--- src/rtl/simple_cpu_alu_if.sv ---
// Operand/result bundle between the accumulator CPU datapath and its ALU.
// The CPU side (master) presents the A/B registers and the operation select;
// the ALU side (slave) returns the combinational result and registered flags.
interface simple_cpu_alu_if #(
   parameter int WIDTH = 8
);

   logic [WIDTH-1:0] a;
   logic [WIDTH-1:0] b;
   logic             sub;
   logic [WIDTH-1:0] out;
   logic             flag_zero;
   logic             flag_carry;
   logic             flag_negative;
   logic             flag_overflow;

   modport master (
      output a,
      output b,
      output sub,
      input  out,
      input  flag_zero,
      input  flag_carry,
      input  flag_negative,
      input  flag_overflow
   );

   modport slave (
      input  a,
      input  b,
      input  sub,
      output out,
      output flag_zero,
      output flag_carry,
      output flag_negative,
      output flag_overflow
   );

endinterface

--- src/rtl/simple_cpu_alu.sv ---
// Add/subtract ALU for the 4-bit-PC accumulator CPU.
// The result is purely combinational so the CPU can write it back to A in the
// second execute cycle; the four status flags are registered one cycle behind
// the result and feed the JZ decision and the logic-analyzer readout.
module simple_cpu_alu #(
   parameter int WIDTH = 8
) (
   input  logic              wb_clk_i,
   input  logic              wb_rst_i,
   simple_cpu_alu_if.slave   alu
);

   logic [WIDTH-1:0] bEff;
   logic [WIDTH-1:0] sum;
   logic             carryOut;

   logic             flagZero_d;
   logic             flagCarry_d;
   logic             flagNegative_d;
   logic             flagOverflow_d;

   logic             flagZero_q;
   logic             flagCarry_q;
   logic             flagNegative_q;
   logic             flagOverflow_q;

   // Single ripple-carry adder; subtract reuses it as a + ~b + 1 by inverting
   // the second operand and feeding sub in as the carry-in.
   always_comb begin
      logic ripple;
      bEff   = alu.sub ? ~alu.b : alu.b;
      sum    = '0;
      ripple = alu.sub;
      for (int i = 0; i < WIDTH; i++) begin
         sum[i] = alu.a[i] ^ bEff[i] ^ ripple;
         ripple = (alu.a[i] & bEff[i]) | (ripple & (alu.a[i] ^ bEff[i]));
      end
      carryOut = ripple;
   end

   // Flag values for the operation currently presented; carry doubles as
   // NOT-borrow on subtract because of the inverted-operand formulation.
   always_comb begin
      flagZero_d     = (sum == '0);
      flagCarry_d    = carryOut;
      flagNegative_d = sum[WIDTH-1];
      flagOverflow_d = (alu.a[WIDTH-1] == bEff[WIDTH-1]) &&
                       (sum[WIDTH-1] != alu.a[WIDTH-1]);
   end

   // Flags sample the result on every edge with no enable; reset wins.
   always_ff @(posedge wb_clk_i) begin
      if (wb_rst_i) begin
         flagZero_q     <= 1'b0;
         flagCarry_q    <= 1'b0;
         flagNegative_q <= 1'b0;
         flagOverflow_q <= 1'b0;
      end else begin
         flagZero_q     <= flagZero_d;
         flagCarry_q    <= flagCarry_d;
         flagNegative_q <= flagNegative_d;
         flagOverflow_q <= flagOverflow_d;
      end
   end

   assign alu.out           = sum;
   assign alu.flag_zero     = flagZero_q;
   assign alu.flag_carry    = flagCarry_q;
   assign alu.flag_negative = flagNegative_q;
   assign alu.flag_overflow = flagOverflow_q;

endmodule

--- src/flat_wrapper.sv ---
// flat-port wrapper written by rule: the top's interface ports become plain ports
module simple_cpu_alu_flat 
#(
   parameter int WIDTH = 8
)
  (wb_clk_i, wb_rst_i, alu_a, alu_b, alu_sub, alu_out, alu_flag_zero, alu_flag_carry, alu_flag_negative, alu_flag_overflow);
  simple_cpu_alu_if #(.WIDTH(WIDTH)) alu_i ();
  input  logic wb_clk_i;
  input  logic wb_rst_i;
  input wire logic [$bits(alu_i.a)-1:0] alu_a;
  input wire logic [$bits(alu_i.b)-1:0] alu_b;
  input wire logic [$bits(alu_i.sub)-1:0] alu_sub;
  output wire logic [$bits(alu_i.out)-1:0] alu_out;
  output wire logic [$bits(alu_i.flag_zero)-1:0] alu_flag_zero;
  output wire logic [$bits(alu_i.flag_carry)-1:0] alu_flag_carry;
  output wire logic [$bits(alu_i.flag_negative)-1:0] alu_flag_negative;
  output wire logic [$bits(alu_i.flag_overflow)-1:0] alu_flag_overflow;
  assign alu_i.a = alu_a;
  assign alu_i.b = alu_b;
  assign alu_i.sub = alu_sub;
  assign alu_out = alu_i.out;
  assign alu_flag_zero = alu_i.flag_zero;
  assign alu_flag_carry = alu_i.flag_carry;
  assign alu_flag_negative = alu_i.flag_negative;
  assign alu_flag_overflow = alu_i.flag_overflow;
  simple_cpu_alu #(.WIDTH(WIDTH)) u_core (.wb_clk_i(wb_clk_i), .wb_rst_i(wb_rst_i), .alu(alu_i));
endmodule
--- config.mk ---
export PLATFORM = sky130hd
export DESIGN_NAME = simple_cpu_alu_flat
export DESIGN_NICKNAME = d
export VERILOG_FILES = /design/src/rtl/simple_cpu_alu_if.sv /design/src/rtl/simple_cpu_alu.sv /design/src/flat_wrapper.sv
export SDC_FILE = /design/constraint.sdc
export NUM_CORES = 1
export LEC_CHECK = 0
export CORE_MARGIN = 8
export CORE_UTILIZATION = 30
export CTS_CLUSTER_DIAMETER = 30
export DETAILED_ROUTE_END_ITERATION = 8
export GPL_ROUTABILITY_DRIVEN = 0
export PLACE_DENSITY = 0.75
export SLEW_MARGIN = 10
export SYNTH_ARGS = -nofsm -noshare
export SYNTH_HDL_FRONTEND = slang
export SYNTH_SLANG_ARGS = --single-unit
--- constraint.sdc ---
create_clock -name wb_clk_i -period 6.4 [get_ports wb_clk_i]
set_input_delay 1.6 -clock wb_clk_i [delete_from_list [all_inputs] [get_ports wb_clk_i]]
set_output_delay 1.6 -clock wb_clk_i [all_outputs]
set_load 0.02 [all_outputs]
==> metrics.csv, run 1 <==
stage;metric;value;unit
layout;multi-input logic area;315;sq um
die;I/O pins;31;
clocking;# hold bufs at CTS;0;
place;pre-CTS WS;-797;ps
status;status;finished clean;
critical_path;crit path cell chain;buf_6 > mux2i_2 > fa_2 > fa_2 > fa_2 > inv_2 > fa_2 > inv_2 > fa_2 > fa_2 > inv_2 > fa_1 > buf_6;
layout;fin cells;94;
sta;Fin. Hold Viols;0;
worst_hold_path;Worst Hold Class;in -> reg;
synth;Yosys reg bits;4;
sta;final number of setup-violating endpoints;0;
route;remaining antenna violation count after routing;0;
clocking;Clock Sinks;4;
global_route;total track usage;9.65;%
route;met3 WL;110;um
synth;Post-Syn Instances;43;
synth;mux contribution to synthesized area;2.33;%
sta;final slew viol count;0;
route;vias after detailed routing;407;
critical_path;Worst path most repeated cell;fa_2;
critical_path;Worst EP required;4800;ps
synth;Yosys top cell area share;32.6;%
synth;post-synth net total;70;
synth;post-synthesis sequential area ratio;18.6;%
synth;ys async rst share;0;%
critical_path;CP max FO;2;
sta;Final period util;99.3;%
synth;most frequent cell after synthesis;inv_1;
synth;post-synthesis compound-gate area fraction;0;%
sta;FMAX;157;MHz
route;wire length on met1;362;um
critical_path;Worst path max stage delay;430;ps
place;DP Wirelength;1.15;mm
synth;main combinational cell family by area after synthesis;adder cells;
layout;filler instances;122;
global_route;initial antenna violation count;0;
layout;area grow syn2layout;89.2;%
power;VDD IR-drop max;0.0953;mV
clocking;Reg clk slew, reported paths;30;ps
clocking;CTS max path bufs;2;
sta;final worst setup slack;44.6;ps
route;DR vias/cell;4.33;
route;DRT iter0 DRCs;4;
layout;fin nets;108;
place;DP Cell Count;90;
synth;Post-synth EDFFs;0;
sta;worst relative slew slack;78.5;%
route;max layer used;met4;
synth;largest cells by area after synthesis;fa_1 (33%), dfxtp_1 (19%), xnor2_1 (12%);
critical_path;Slowest-stage cell, CP;fa_1;
die;Die Height;53.9;um
global_route;number of global-route vias before repair;480;
synth;xor/xnor cell area share of the yosys netlist;18.3;%
critical_path;Data arrival, critical path;4760;ps
die;initial core utilization;32.7;%
route;metal2 WL;741;um
synth;synthesized area per cell;10.0;sq um
die;core area;1320;sq um
route;Initial DRT Pass Iterations;4;
clocking;CTS root buffer;clkbuf_4;
die;Die ar.;2900;sq um
clocking;Num CTS Buffers;3;
global_route;largest net degree at the start of global routing;7;
synth;Yosys top cell by area;fa_1;
synth;Post-Synth Adder-Cell Area;35.5;%
route;Residual DRC;0;
critical_path;Crit path buffers/inverters;5;
synth;Netlist Area Pre-Place;430;sq um
layout;n_diodes;0;
global_route;grt total ovfl;0;
route;Routed WL;1.25;mm
synth;post-synthesis cell type count;14;
power;Lkg Pwr;0.367;nW
clocking;H-tree depth;1;
layout;share of layout cells above drive strength 1;34.2;%
synth;Synth Area in Simple Gates;11.0;%
critical_path;critical path launch point type;input port;
sta;Slew @ Worst Pin;320;ps
critical_path;Worst setup EP type;primary output;
job;max cap viols;0;
power;power per cell area;216;nW/um^2
route;drt wl/cell;13.3;um
layout;Layout Utilization;61.8;%
synth;Post-synth top cells;inv_1 (13), fa_1 (7), xnor2_1 (6);
sta;minimum clock period;6360;ps
critical_path;critical path class;in -> out;
die;die width;53.9;um
synth;Ys Warns;0;
synth;most common flop cell mapped by yosys;dfxtp_1;
place;Port-buffer cells;30;
critical_path;cell family with the largest share of critical-path delay;adder cells;
die;row cnt;13;
layout;Reg area;80.1;sq um
clocking;TritonCTS clock tree;yes;
global_route;global-route wire length before repair;1.99;mm
sta;RSZ-0062 raised after global routing;yes;
==> area by class of cell <==
| class | instances | area share (%) |
|---|---|---|
| Sequential cell | 4 | 9.83 |
| Multi-Input combinational cell | 24 | 38.7 |
| Inverter | 13 | 5.99 |
| Timing Repair Buffer | 35 | 40.4 |
| Tap cell | 15 | 2.30 |
| Clock buffer | 3 | 2.76 |
==> per-layer routing <==
layer	up-vias	GRT usage (%)
li1	194	-
met5	-	0
met4	0	6.30
met2	17	19.7
met1	189	7.30
met3	7	3.03
==> flip-flops by register name, summed over array words and instances, names as in the netlist <==
signal                    count
u_core.alu.flag_carry         1
u_core.alu.flag_negative      1
u_core.alu.flag_overflow      1
u_core.alu.flag_zero          1
==> per-stage QoR <==
step	setup TNS, ps	total power [mW]	hold WS, ps	cell area (sq um)
after floorplan	0	0.0881	1670	430
after global placement	-1000	0.139	2230	767
after detailed placement	-1400	0.142	2240	767
after CTS	0	0.175	2000	810
after global routing	-42.8	0.189	1860	815
final	0	0.176	1830	815
==> report_power, final <==
part	internal (mW)	leakage [nW]	switching [mW]	total (mW)
registers	0.0279	0.0329	0.000523	0.0284
clock network	0.0209	0.0138	0.00899	0.0299
logic	0.0621	0.320	0.0560	0.118
==> path summary, 6_finish.rpt <==
path	from	to	slack [ps]	cells past startpoint
min	alu_b[0]	u_core.alu.flag_zero	1830	4
max	alu_b[0]	alu_out[7]	40	13
==> timing repair <==
item,4_1_cts,5_1_grt
pin swaps,3,8
setup buffers,0,1
setup endpoints to repair,3,2
resized for setup,21,15
==> layout by cell type, fill, tap and decap left out, types with 2 or more instances in the layout <==
master	instances
inv_1	9
clkbuf_2	2
clkbuf_4	3
xor2_1	3
clkdlybuf4s50_1	23
buf_4	6
inv_2	4
buf_6	2
fa_2	6
dfxtp_1	4
xnor2_1	5
nor2b_1	2
==> cells by family (layout without fill, tap and decap cells) <==
| kind of cell | count (synthesis) | count (layout) |
|---|---|---|
| xor gates and xnor gates | 9 | 9 |
| adders and majority gates | 8 | 8 |
| buffers and inverters | 15 | 51 |
| DFF | 4 | 4 |
| muxes | 1 | 1 |
| and+or+nand+nor | 6 | 6 |
Note: power is estimated with default switching activity, not from simulation.
==> inputs of run 2 (changes only) <==
--- a/config.mk
+++ b/config.mk
@@ -5,6 +5,7 @@
 export SDC_FILE = /design/constraint.sdc
 export NUM_CORES = 1
 export LEC_CHECK = 0
+export ABC_CLOCK_PERIOD_IN_PS = 6400
 export CORE_MARGIN = 8
 export CORE_UTILIZATION = 30
 export CTS_CLUSTER_DIAMETER = 30
==> results of run 2 <==
Same layout as run 1: the final DEF is identical, and so are final timing and power.
